[src/rtl/multi_cycle_cpu_sequencer_pkg.sv]
`default_nettype none
// ==================================================================
// multi_cycle_cpu_sequencer_pkg
// Step-FSM state encoding and default widths for the sequencer.
// Rev 1.0
// ==================================================================
package multi_cycle_cpu_sequencer_pkg;

    localparam int c_STATE_W     = 3;
    localparam int c_DEF_ADDR_W  = 14;
    localparam int c_DEF_TIMEOUT = 255;
    localparam int c_WAIT_W      = 16;

    typedef enum logic [c_STATE_W-1:0] {
        ST_FETCH  = 3'd0,
        ST_DECODE = 3'd1,
        ST_EXEC   = 3'd2,
        ST_MEM    = 3'd3,
        ST_WB     = 3'd4,
        ST_PAUSE  = 3'd5,
        ST_ERROR  = 3'd6
    } seq_state_e;

endpackage
`default_nettype wire

[src/rtl/multi_cycle_cpu_sequencer_bus_wait_timer.sv]
`default_nettype none
// ==================================================================
// multi_cycle_cpu_sequencer_bus_wait_timer
// Counts handshake wait cycles; expired_o flags the last allowed one.
// Rev 1.0
// ==================================================================
module multi_cycle_cpu_sequencer_bus_wait_timer
    import multi_cycle_cpu_sequencer_pkg::*;
#(
    parameter int TIMEOUT = c_DEF_TIMEOUT
) (
    input  logic clk_i,
    input  logic rst_n_i,
    input  logic clear_i,
    input  logic cnt_en_i,
    output logic expired_o
);

    localparam logic [c_WAIT_W-1:0] c_LAST = c_WAIT_W'(TIMEOUT - 1);

    logic [c_WAIT_W-1:0] cnt_q;
    logic [c_WAIT_W-1:0] cnt_d;

    // Expiry means this waiting cycle is the TIMEOUT-th one without ack.
    assign expired_o = (cnt_q == c_LAST);

    always_comb begin
        cnt_d = cnt_q;
        if (clear_i) begin
            cnt_d = '0;
        end else if (cnt_en_i && !expired_o) begin
            cnt_d = cnt_q + 1'b1;
        end
    end

    always_ff @(posedge clk_i or negedge rst_n_i) begin
        if (!rst_n_i) begin
            cnt_q <= '0;
        end else begin
            cnt_q <= cnt_d;
        end
    end

endmodule
`default_nettype wire

[src/rtl/multi_cycle_cpu_sequencer.sv]
`default_nettype none
// ==================================================================
// multi_cycle_cpu_sequencer
// PC, IR and FETCH/DECODE/EXEC/MEM/WB step FSM with wait-state handshakes.
// Rev 1.0
// ==================================================================
module multi_cycle_cpu_sequencer
    import multi_cycle_cpu_sequencer_pkg::*;
#(
    parameter int               ADDR_W   = c_DEF_ADDR_W,
    parameter logic [ADDR_W-1:0] RESET_PC = '0,
    parameter int               TIMEOUT  = c_DEF_TIMEOUT
) (
    input  logic              iCpuClock,
    input  logic              iCpuReset,
    output logic [ADDR_W-1:0] oProgromFetchAddr,
    output logic              oInstrReq,
    input  logic              iInstrAck,
    input  logic [31:0]       iInstruction,
    output logic [31:0]       oInstruction,
    input  logic              iIsJr,
    input  logic              iIsJ,
    input  logic              iIsJal,
    input  logic              iBranchTaken,
    input  logic [31:0]       iJrTarget,
    input  logic [ADDR_W-1:0] iBranchTarget,
    input  logic              iIsMemAccess,
    input  logic              iIsMemWrite,
    input  logic              iDoWriteReg,
    output logic              oDataReq,
    output logic              oDataWe,
    input  logic              iDataAck,
    output logic              oRegWriteEn,
    output logic [31:0]       oLinkAddress,
    input  logic              iSingleStep,
    input  logic              iStep,
    output logic              oBusError,
    output logic [31:0]       oRetired,
    output logic [2:0]        oState
);

    seq_state_e        state_q, state_d;
    logic [ADDR_W-1:0] pc_q, pc_d;
    logic [31:0]       ir_q;
    logic [31:0]       retired_q;
    logic              bus_err_q;
    logic              data_we_q;
    logic              step_prev_q;

    logic [ADDR_W-1:0] w_pc_inc;
    logic              w_wait_en;
    logic              w_wait_clr;
    logic              w_expired;
    logic              w_unused;

    assign w_pc_inc   = pc_q + 1'b1;
    assign w_wait_en  = ((state_q == ST_FETCH) && !iInstrAck) ||
                        ((state_q == ST_MEM)   && !iDataAck);
    assign w_wait_clr = (state_q != ST_FETCH) && (state_q != ST_MEM);
    assign w_unused   = ^{iJrTarget[31:ADDR_W+2], iJrTarget[1:0]};

    multi_cycle_cpu_sequencer_bus_wait_timer #(
        .TIMEOUT (TIMEOUT)
    ) u_bus_wait_timer (
        .clk_i     (iCpuClock),
        .rst_n_i   (iCpuReset),
        .clear_i   (w_wait_clr),
        .cnt_en_i  (w_wait_en),
        .expired_o (w_expired)
    );

    always_comb begin
        state_d = state_q;
        pc_d    = pc_q;
        unique case (state_q)
            ST_FETCH:  if (iInstrAck) state_d = ST_DECODE;
                       else if (w_expired) state_d = ST_ERROR;
            ST_DECODE: state_d = ST_EXEC;
            ST_EXEC:   state_d = iIsMemAccess ? ST_MEM : ST_WB;
            ST_MEM:    if (iDataAck) state_d = ST_WB;
                       else if (w_expired) state_d = ST_ERROR;
            ST_WB: begin
                if (iIsJr)                pc_d = iJrTarget[ADDR_W+1:2];
                else if (iIsJ || iIsJal)  pc_d = ir_q[ADDR_W-1:0];
                else if (iBranchTaken)    pc_d = iBranchTarget;
                else                      pc_d = w_pc_inc;
                state_d = iSingleStep ? ST_PAUSE : ST_FETCH;
            end
            // Leaving single-step mode must not need a step pulse.
            ST_PAUSE:  if (!iSingleStep || (iStep && !step_prev_q)) state_d = ST_FETCH;
            ST_ERROR:  state_d = ST_ERROR;
            default:   state_d = ST_FETCH;
        endcase
    end

    always_ff @(posedge iCpuClock or negedge iCpuReset) begin
        if (!iCpuReset) begin
            state_q     <= ST_FETCH;
            pc_q        <= RESET_PC;
            ir_q        <= '0;
            retired_q   <= '0;
            bus_err_q   <= 1'b0;
            data_we_q   <= 1'b0;
            step_prev_q <= 1'b0;
        end else begin
            state_q     <= state_d;
            pc_q        <= pc_d;
            step_prev_q <= iStep;
            if ((state_q == ST_FETCH) && iInstrAck) ir_q <= iInstruction;
            if (state_q == ST_EXEC) data_we_q <= iIsMemWrite;
            if (state_q == ST_WB) retired_q <= retired_q + 1'b1;
            if (state_d == ST_ERROR) bus_err_q <= 1'b1;
        end
    end

    // Strobes are qualified by the reset pin so they drop the instant reset asserts.
    assign oInstrReq         = iCpuReset && (state_q == ST_FETCH);
    assign oDataReq          = iCpuReset && (state_q == ST_MEM);
    assign oDataWe           = oDataReq && data_we_q;
    assign oRegWriteEn       = iCpuReset && (state_q == ST_WB) && (iDoWriteReg || iIsJal);
    assign oLinkAddress      = 32'({w_pc_inc, 2'b00});
    assign oProgromFetchAddr = pc_q;
    assign oInstruction      = ir_q;
    assign oBusError         = bus_err_q;
    assign oRetired          = retired_q;
    assign oState            = state_q;

endmodule
`default_nettype wire

[config.mk]
export PLATFORM = sky130hd
export DESIGN_NAME = multi_cycle_cpu_sequencer
export DESIGN_NICKNAME = d
export VERILOG_FILES = /design/src/rtl/multi_cycle_cpu_sequencer_pkg.sv /design/src/rtl/multi_cycle_cpu_sequencer_bus_wait_timer.sv /design/src/rtl/multi_cycle_cpu_sequencer.sv
export SDC_FILE = /design/constraint.sdc
export NUM_CORES = 1
export LEC_CHECK = 0
export ABC_CLOCK_PERIOD_IN_PS = 2600
export CORE_MARGIN = 10
export CORE_UTILIZATION = 30
export CTS_CLUSTER_DIAMETER = 40
export DETAILED_ROUTE_END_ITERATION = 10
export GPL_TIMING_DRIVEN = 0
export PLACE_DENSITY = 0.58
export SYNTH_ARGS = -nofsm -noshare
export SYNTH_HDL_FRONTEND = slang
export SYNTH_SLANG_ARGS = --single-unit
[constraint.sdc]
create_clock -name iCpuClock -period 2.6 [get_ports iCpuClock]
set_clock_uncertainty 0.1 [all_clocks]
set_input_delay 0.78 -clock iCpuClock [delete_from_list [all_inputs] [get_ports iCpuClock]]
set_output_delay 0.78 -clock iCpuClock [all_outputs]
set_load 0.01 [all_outputs]
==> impl_summary.txt, run 1 <==
----------------------------------------------------
[Logic synthesis]
  Post-Synth Adder-Cell Area ... 0.960%
  Cell variety after synth ... 56
  Sequential area share after synthesis ... 48.0%
  Number of flops mapped to enable cells by yosys ... 0
  Compound-cell area share of the yosys netlist ... 8.71%
  Xor and xnor area share after synthesis ... 9.24%
  Main combinational cell family by area after synthesis ... simple AND/OR/NAND/NOR gates
  Number of synthesized register bits ... 100
  Share of async-settable or async-resettable flops after synthesis ... 100%
  Mean instance size in the synthesized netlist ... 10.2 um2
  Share of synthesized cell area in and, or, nand and nor gates ... 19.6%
  Count of mapped cells out of synthesis ... 509
  Yosys Warn Count ... 0
  Syn Std Cell Area ... 5210 um2
  Share of synthesized area spent on multiplexers ... 7.90%
  Most frequently used flop master after synthesis ... dfrtp_1

[STA]
  Total Neg Setup Slack ... -0.0679 ns
  Slew @ Worst Pin ... 0.605 ns
  Peak clock frequency supported by timing ... 0.380 GHz
  Final hold viol count ... 0
  Share of the cycle needed by the critical path after routing ... 101%
  Final critical-path required period ... 2.63 ns
  Max-slew violation count ... 0
  Final setup vio count ... 3
  RSZ-0062 raised after global routing ... true
  Slew HR ... 59.5%
  Slack of the critical path ... -0.0295 ns

[Place]
  Post-DP HPWL ... 14000 um
  Instance area at placement ... 7310 um2
  Last weighted congestion value of the routability-driven placer ... 0.900
  Port buffer count ... 172

[Outcome]
  Violations in the final reports ... setup timing
  Run status ... finished with violations

[Worst setup path]
  Critical-path cell with the highest stage delay ... dfrtp_2
  CP startpoint kind ... flop
  Crit path buf inv count ... 2
  CP max stage delay ... 0.39 ns
  Critical Path, Cell by Cell ... and2_4 > nand4_1 > buf_4 > nor3_4 > xor2_1 > buf_2
  Type of destination of the critical path ... primary output
  Path type of the worst setup path ... reg -> out
  Critical R2R Launch ... oState[0]
  CP top delay family ... simple AND/OR/NAND/NOR gates
  Worst path required time ... 1.72 ns
  Arrival @ worst endpoint ... 1.75 ns
  Max Fanout on Critical Path ... 2
  Launch point of the worst path ... oProgromFetchAddr[7]

[Global route]
  Largest net degree at the start of global routing ... 36
  Antenna violations before repair ... 0
  Overall overflow remaining after global route ... 0
  First-pass GRT wire length ... 28300 um
  Tot GR Track Use ... 15.3%
  Number of global-route vias before repair ... 4741

[Clock tree]
  CTS buffer count ... 9
  Skew-Pair Late Insertion Delay ... 0.35 ns
  Deepest clock path buffer count ... 2
  H-tree level count ... 3
  Sink Count ... 100
  CTS tree ... built
  Clock transition at path regs ... 0.07 ns
  Clock root buffer ... clkbuf_16
  CTS Hold Buffers Added ... 0

[Detailed routing]
  Routed wire length per instance ... 19.0 um
  First-pass detailed-route iteration total ... 4
  Number of DRC markers after the initial detailed-route iteration ... 237
  Routed vias ... 4692
  Via density ... 4.82
  Final wirelength ... 18500 um
  Remaining routing DRC violations ... 0
  Antenna violation net count after detailed routing ... 0

[Power and ir drop]
  Max rail drop VDD ... 0.000462 V
  Leakage power total ... 3.52 nW
  Power per cell area ... 898 nW/um2

[Floorplanning]
  Starting density of the core ... 30.4%
  Top-Level Pins ... 209
  Die Wd ... 152 um
  Standard-cell row count ... 48
  Core Footprint ... 17200 um2
  Die outline area ... 23100 um2
  DIE HEIGHT ... 152 um

[Finish]
  Final net count ... 838
  Layout cell share with drive strength beyond 1 ... 17.5%
  Area growth from synthesis to final layout ... 54.9%
  Finished layout cell area ... 8080 um2
  Antenna diode count ... 0
  Util after Layout ... 47.0%

[Run]
  Number of maximum-capacitance constraint violations ... 0

[Hold path]
  Path class of the lowest-slack min-delay path ... in -> async

----------------------------------------------------
-- worst register-to-register path: cells and delay by family, from the launching register on --
family,cells,cell delay [ns]
buffers and inverters,3,0.63
DFF,1,0.40
muxes,1,0.35
and+or+nand+nor,2,0.74
-- worst paths after layout --
path / end / slack (ns) / cells after the start
setup / recovery: oLinkAddress[15] / -0.03 / 6
hold / removal: oProgromFetchAddr[7] / 0.13 / 1
setup reg to reg: oInstruction[22] / 0.26 / 6
hold reg to reg: oBusError / 0.36 / 1
max in group asynchronous: oProgromFetchAddr[3] / 1.73 / 2
min in group iCpuClock: oBusError / 0.36 / 1
-- sequential cells by signal, summed over array words and instances, names as in the netlist --
signal / flops
u_bus_wait_timer.cnt_q: 16
oRetired: 32
data_we_q: 1
step_prev_q: 1
oInstruction: 32
oProgromFetchAddr: 14
oState: 3
oBusError: 1
-- cells by family after synthesis --
family          Yosys count
simple gates            189
buf+inv                  55
other cells               1
fa+ha+maj                 4
mux                      37
compound gates           68
flops                   100
xor+xnor                 55
-- metrics by stage --
| step | hold slack (ns) | power (mW) | instances | setup WS [ns] |
|---|---|---|---|---|
| after floorplan | 0.363 | 3.79 | 526 | 0.116 |
| after detailed placement | 0.346 | 5.67 | 924 | -0.891 |
| after CTS | 0.123 | 7.29 | 963 | -0.142 |
| final | 0.135 | 7.25 | 973 | -0.0295 |
| after global routing | 0.122 | 7.67 | 973 | -0.117 |
| after global placement | 0.347 | 5.62 | 923 | -4.27 |
-- report_power, final --
group          switching (mW)  internal, mW  leakage (nW)
sequential              0.395          2.01          1.27
clock                   0.638         0.693         0.146
combinational            1.69          1.82          2.11
-- area by class of cell --
class	instances	area, um2
Fill cell	1656	9100
Multi-Input combinational cell	371	2630
Sequential cell	100	2510
Timing Repair Buffer	208	2050
Tap cell	225	282
Buffer	36	243
Clock buffer	10	239
Inverter	17	63.8
Clock inverter	6	56.3
-- cells in the mapped netlist, types with 12 or more instances --
cell type  count  area, um2
dfrtp_1      100       2500
nand2_1       41        154
nor2_1        38        143
mux2_1        32        360
xnor2_1       28        245
xor2_1        27        236
nand3_1       23        115
nand4_1       22        138
buf_4         21        158
o21ai_0       19       95.1
a21oi_1       17       85.1
inv_1         17       63.8
nor3_1        12       60.1
-- timing repair --
item,4_1_cts,5_1_grt
gates resized for setup,84,22
buffers inserted,21,11
pin swaps,13,13
setup endpoints to repair,16,32
gates cloned,3,0
-- per-layer routing --
layer	global-route usage (%)	part of all wire, %	vias to the layer above
li1	-	-	2226
met1	18.0	40	2308
met2	26.3	52	119
met3	2.74	4.2	39
met4	7.57	4.0	0
met5	0	0	-
-- layout by cell type (no fill, tap or decap), drive strengths merged, types with 21 or more instances in the layout --
cell type      synthesis  routed
clkdlybuf4s50          0     155
dfrtp                100     100
buf                   27      70
nand2                 41      41
nor2                  39      39
mux2                  33      33
xnor2                 28      28
xor2                  27      27
nand3                 24      24
nand4                 22      22
clkbuf                11      21
Note: power is estimated with default switching activity, not from simulation.
==> run 2: changes to the inputs <==
--- a/config.mk
+++ b/config.mk
@@ -15,3 +15,4 @@
 export SYNTH_ARGS = -nofsm -noshare
 export SYNTH_HDL_FRONTEND = slang
 export SYNTH_SLANG_ARGS = --single-unit
+export TNS_END_PERCENT = 30
==> run 2 against run 1 <==
- the flow still finishes with violations (setup timing)
- die area unchanged
- final area decreased by 0.73%
- power decreased by 0.18%
- worst setup slack got worse by 0.031 ns
- clock-buffer cell count unchanged
- sequential cell count unchanged
- critical path depth unchanged
- largest cell class unchanged
==> impl_summary.txt, run 2 (synthesized netlist as in run 1, its figures left out) <==
----------------------------------------------------
[Detailed routing]
  First-pass detailed-route iteration total ... 5
  Antenna violation net count after detailed routing ... 0
  Via density ... 4.84
  Routed vias ... 4679
  Routed wire length per instance ... 18.9 um
  Final wirelength ... 18300 um
  Remaining routing DRC violations ... 0
  Number of DRC markers after the initial detailed-route iteration ... 243

[Power and ir drop]
  Part of the total power dissipated in the clock network ... 18.4%
  Max rail drop VDD ... 0.000463 V
  Power per cell area ... 903 nW/um2
  Flop pwr share ... 33.4%
  Internal power ... 4.52 mW
  Net switching power ... 2.72 mW
  Leakage power total ... 3.50 nW
  Combinational cell fraction of total power ... 48.2%
  Net switching share of the total power ... 37.6%

[STA]
  Slew HR ... 61.4%
  RSZ-0062 raised after global routing ... true
  Final critical-path required period ... 2.66 ns
  Tightest hold margin ... 0.134 ns
  Final setup vio count ... 3
  Slew @ Worst Pin ... 0.576 ns
  Slack of the critical path ... -0.0601 ns
  Share of the cycle needed by the critical path after routing ... 102%
  Max-slew violation count ... 0
  Final hold viol count ... 0
  Peak clock frequency supported by timing ... 0.376 GHz

[Global route]
  First-pass GRT wire length ... 28100 um
  Number of global-route vias before repair ... 4689
  Tot GR Track Use ... 15.3%
  Largest net degree at the start of global routing ... 36
  Antenna violations before repair ... 0
  Overall overflow remaining after global route ... 0

[Floorplanning]
  DIE HEIGHT ... 152 um
  Die outline area ... 23100 um2
  Die Wd ... 152 um
  Standard-cell row count ... 48
  Top-Level Pins ... 209
  Core Footprint ... 17200 um2
  Starting density of the core ... 30.4%

[Outcome]
  Run status ... finished with violations
  Violations in the final reports ... setup timing

[Clock tree]
  Clock transition at path regs ... 0.07 ns
  CTS tree ... built
  Deepest clock path buffer count ... 2
  CTS Hold Buffers Added ... 0
  H-tree level count ... 3
  Clock root buffer ... clkbuf_16
  Sink Count ... 100
  CTS buffer count ... 9
  Skew-Pair Late Insertion Delay ... 0.35 ns

[Finish]
  Final net count ... 832
  Area growth from synthesis to final layout ... 53.8%
  Util after Layout ... 46.7%
  Most frequent cells in the layout ... 155 x clkdlybuf4s50_1, 93 x dfrtp_1, 47 x buf_4, 41 x nand2_1, 37 x nor2_1
  Antenna diode count ... 0
  Flip-flop and latch area ... 2510 um2
  Layout cell share with drive strength beyond 1 ... 16.3%
  Most common library cell in the layout ignoring fill and taps ... clkdlybuf4s50_1
  Multi-input gate area in the final layout ... 2610 um2
  Fill cell count ... 1666

[Hold path]
  Path class of the lowest-slack min-delay path ... in -> async

[Run]
  Number of maximum-capacitance constraint violations ... 0

[Worst setup path]
  CP startpoint kind ... flop
  CP max stage delay ... 0.42 ns
  Max Fanout on Critical Path ... 5
  Critical Path, Cell by Cell ... and2_4 > nand3_4 > buf_4 > nor3_4 > xor2_1 > buf_2
  Arrival @ worst endpoint ... 1.78 ns
  Path type of the worst setup path ... reg -> out
  Critical-path cell with the highest stage delay ... dfrtp_1
  Type of destination of the critical path ... primary output
  Worst path required time ... 1.72 ns

[Place]
  Post-DP HPWL ... 14000 um
  Last weighted congestion value of the routability-driven placer ... 0.900
  Port buffer count ... 172

----------------------------------------------------
run 2: changes by cell type in the layout (fill, tap and decap cells not counted), sizes merged:
cell          delta
buf              -7
dlymetal6s2s     +1
run 2: through the flow:
step | power (mW) | std cells | cell area, um2 | setup slack (ns) | TNS (ns)
floorplan | 3.79 | 526 | 5280 | 0.116 | 0
global placement | 5.62 | 923 | 7280 | -4.27 | -365.08
detailed placement | 5.67 | 924 | 7310 | -0.891 | -13.94
CTS | 7.27 | 957 | 7940 | -0.172 | -0.643
global route | 7.66 | 967 | 8020 | -0.135 | -0.603
finish | 7.24 | 967 | 8020 | -0.0601 | -0.144
run 2: worst paths after layout:
| path | slack [ns] | cells past startpoint | startpoint | endpoint |
|---|---|---|---|---|
| max | -0.06 | 6 | oProgromFetchAddr[1] | oLinkAddress[15] |
| min | 0.13 | 1 | iCpuReset | oProgromFetchAddr[7] |
| max reg2reg | 0.25 | 6 | oState[1] | oInstruction[22] |
| min reg2reg | 0.37 | 1 | oBusError | oBusError |
| max in group asynchronous | 1.72 | 2 | iCpuReset | oProgromFetchAddr[3] |
| min in group iCpuClock | 0.37 | 1 | oBusError | oBusError |
run 2: cell type report:
class | count | area share (%)
buffer | 36 | 3.00
clock inverter | 6 | 0.702
clock buffer | 10 | 2.98
tap | 225 | 3.51
sequential | 100 | 31.3
inverter | 17 | 0.796
multi-input combinational | 371 | 32.6
timing repair buffer | 202 | 25.1
run 2: power groups by stage:
| stage | Sequential, mW | Combinational [mW] | Clock (mW) |
|---|---|---|---|
| finish | 2.42 | 3.49 | 1.33 |
| global route | 2.49 | 3.73 | 1.44 |
| CTS | 2.41 | 3.48 | 1.38 |
| detailed placement | 2.48 | 3.19 | 0 |
| global placement | 2.46 | 3.16 | 0 |
| floorplan | 2.57 | 1.23 | 0 |
run 2: what timing repair did:
action                     4_1_cts  5_1_grt
setup endpoints to repair       16       31
cloned                           3        0
resized for setup               79       18
pin swaps                        8        8
buffers inserted                15       11
run 2: layer usage:
metal | part of all wire, % | GRT usage [%] | routed length [um]
met1 | 40 | 18.0 | 7250
met2 | 52 | 26.1 | 9500
met3 | 4.6 | 2.85 | 837
met4 | 3.8 | 7.29 | 701
met5 | 0 | 0 | 0
run 2: critical path, delay by kind of cell (launching register included):
family	cells	cell delay [ns]
AND/OR/NAND/NOR	3	0.52
XOR/XNOR	1	0.17
buffers and inverters	2	0.32
flip-flops	1	0.42
==> run 3: changes to the inputs <==
--- a/config.mk
+++ b/config.mk
@@ -6,12 +6,14 @@
 export NUM_CORES = 1
 export LEC_CHECK = 0
 export ABC_CLOCK_PERIOD_IN_PS = 2600
+export CELL_PAD_IN_SITES_DETAIL_PLACEMENT = 1
+export CELL_PAD_IN_SITES_GLOBAL_PLACEMENT = 1
 export CORE_MARGIN = 10
 export CORE_UTILIZATION = 30
 export CTS_CLUSTER_DIAMETER = 40
 export DETAILED_ROUTE_END_ITERATION = 10
 export GPL_TIMING_DRIVEN = 0
-export PLACE_DENSITY = 0.58
+export PLACE_DENSITY = 0.74
 export SYNTH_ARGS = -nofsm -noshare
 export SYNTH_HDL_FRONTEND = slang
 export SYNTH_SLANG_ARGS = --single-unit
==> run 3 against run 2 <==
- the run still ends with setup timing left
- combinational power increased by 1%
- first-iteration DRC count grew 2.5%
- sequential power about the same
- core utilization is 0.41 points higher
- via count is 2.3% higher
- worst setup slack worse by 0.058 ns
- critical endpoint is now oLinkAddress[13]
- power increased by 3.9%
==> impl_summary.txt, run 3 (synthesized netlist as in run 1, its figures left out) <==
----------------------------------------------------
[Clock tree]
  CTS Hold Buffers Added ... 0
  H-tree level count ... 3
  Skew-Pair Late Insertion Delay ... 0.36 ns
  CTS buffer count ... 9
  CTS tree ... built
  Clock root buffer ... clkbuf_16
  Deepest clock path buffer count ... 2
  Sink Count ... 100
  Clock transition at path regs ... 0.08 ns

[Detailed routing]
  Routed wire length per instance ... 20.7 um
  Final wirelength ... 20100 um
  Antenna violation net count after detailed routing ... 0
  Routed vias ... 4787
  Via density ... 4.92
  Remaining routing DRC violations ... 0
  Number of DRC markers after the initial detailed-route iteration ... 249
  First-pass detailed-route iteration total ... 4

[Floorplanning]
  Die Wd ... 152 um
  DIE HEIGHT ... 152 um
  Standard-cell row count ... 48
  Top-Level Pins ... 209
  Core Footprint ... 17200 um2
  Starting density of the core ... 30.4%
  Die outline area ... 23100 um2

[STA]
  Slew @ Worst Pin ... 0.569 ns
  Slew HR ... 62.1%
  RSZ-0062 raised after global routing ... true
  Slack of the critical path ... -0.118 ns
  Share of the cycle needed by the critical path after routing ... 105%
  Final setup vio count ... 4
  Final hold viol count ... 0
  Peak clock frequency supported by timing ... 0.368 GHz
  Max-slew violation count ... 0
  Final critical-path required period ... 2.72 ns

[Global route]
  Tot GR Track Use ... 17.0%
  First-pass GRT wire length ... 31800 um
  Largest net degree at the start of global routing ... 28
  Overall overflow remaining after global route ... 0
  Antenna violations before repair ... 3
  Number of global-route vias before repair ... 5401

[Power and ir drop]
  Net switching share of the total power ... 37.5%
  Internal power ... 4.70 mW
  Max rail drop VDD ... 0.000488 V
  Combinational cell fraction of total power ... 46.9%
  Leakage power total ... 3.51 nW
  Flop pwr share ... 32.6%
  Part of the total power dissipated in the clock network ... 20.5%
  Power per cell area ... 930 nW/um2
  Net switching power ... 2.82 mW

[Worst setup path]
  Reg2reg end ... oProgromFetchAddr[10]
  Type of destination of the critical path ... primary output
  Number of cells on the worst reg-to-reg path ... 8
  Max Fanout on Critical Path ... 5
  Worst-case register-to-register setup slack ... 0.12 ns
  Path type of the worst setup path ... reg -> out
  CP startpoint kind ... flop
  Worst path required time ... 1.72 ns
  Critical R2R Launch ... oState[0]
  Arrival @ worst endpoint ... 1.84 ns

[Finish]
  Final net count ... 834
  Area growth from synthesis to final layout ... 55.1%
  Flip-flop and latch area ... 2510 um2
  Fill cell count ... 1909
  Finished layout cell area ... 8090 um2
  Most frequent cells in the layout ... 155 x clkdlybuf4s50_1, 90 x dfrtp_1, 51 x buf_4, 41 x nand2_1, 36 x nor2_1
  Multi-input gate area in the final layout ... 2610 um2
  Util after Layout ... 47.1%
  Most common library cell in the layout ignoring fill and taps ... clkdlybuf4s50_1
  Layout cell share with drive strength beyond 1 ... 17.2%

[Place]
  Last weighted congestion value of the routability-driven placer ... 0.888
  Instance area at placement ... 7310 um2
  Post-DP HPWL ... 15100 um
  Port buffer count ... 172

[Hold path]
  Path class of the lowest-slack min-delay path ... in -> async

[Outcome]
  Run status ... finished with violations
  Violations in the final reports ... setup timing

[Run]
  Number of maximum-capacitance constraint violations ... 0

----------------------------------------------------
==> run 3: cell count changes in the layout (fill, tap and decap cells not counted), moves of 3 or more <==
cell     change
dfrtp_1      -3
diode_2      +3
buf_4        +4
dfrtp_2      +3
==> run 3: layout make-up <==
| cell class | instances | share of cell area (%) |
|---|---|---|
| Antenna cell | 3 | 0.0928 |
| Buffer | 35 | 2.89 |
| Clock buffer | 9 | 2.79 |
| Clock inverter | 7 | 1.41 |
| Inverter | 17 | 0.789 |
| Multi-Input combinational cell | 371 | 32.3 |
| Sequential cell | 100 | 31.1 |
| Tap cell | 225 | 3.48 |
| Timing Repair Buffer | 205 | 25.1 |
==> run 3: worst max path at each step <==
| stage | slack [ns] | startpoint | endpoint |
|---|---|---|---|
| 6_report | -0.12 | oProgromFetchAddr[2] | oLinkAddress[13] |
| 5_1_grt | -0.20 | oProgromFetchAddr[2] | oLinkAddress[13] |
| 4_1_cts | -0.19 | oState[1] | oRegWriteEn |
| 3_5_place_dp | -1.01 | iCpuReset | oDataWe |
| 3_3_place_gp | -4.23 | iCpuReset | oDataWe |
| 2_1_floorplan | 0.12 | oState[0] | oRegWriteEn |
==> run 3: power by group through the flow <==
| stage | Sequential [mW] | Combinational [mW] | Clock, mW |
|---|---|---|---|
| after floorplan | 2.57 | 1.23 | 0 |
| after global placement | 2.47 | 3.12 | 0 |
| after detailed placement | 2.50 | 3.20 | 0 |
| after CTS | 2.45 | 3.46 | 1.58 |
| after global routing | 2.52 | 3.79 | 1.64 |
| final | 2.45 | 3.53 | 1.54 |
==> run 3: worst max-delay path, stage by stage (launching register included) <==
cell	delay, ns
dfrtp_2	0.39
and4_4	0.24
nand3_4	0.11
or3_4	0.45
xnor2_2	0.14
buf_2	0.14
==> run 3: through the flow <==
stage | hold slack, ns | setup WS [ns] | setup TNS, ns | cells | power, mW
floorplan | 0.363 | 0.116 | 0 | 526 | 3.79
global placement | 0.357 | -4.23 | -354.96 | 923 | 5.58
detailed placement | 0.367 | -1.01 | -14.40 | 924 | 5.70
CTS | 0.135 | -0.191 | -0.505 | 958 | 7.49
global route | 0.140 | -0.202 | -0.769 | 972 | 7.95
finish | 0.148 | -0.118 | -0.274 | 972 | 7.52
==> run 3: repair_timing <==
action,in CTS,in global routing
pin swaps,7,7
buffers inserted,17,12
gates cloned,3,0
resized for setup,86,17
setup endpoints to repair,16,30
==> run 3: routing by layer <==
| metal | vias to the layer above | global-route usage [%] | share of wire, % |
|---|---|---|---|
| met3 | 31 | 3.39 | 4.0 |
| met5 | - | 0 | 0 |
| li1 | 2220 | - | - |
| met2 | 113 | 31.0 | 55 |
| met4 | 0 | 7.06 | 2.5 |
| met1 | 2423 | 18.7 | 39 |
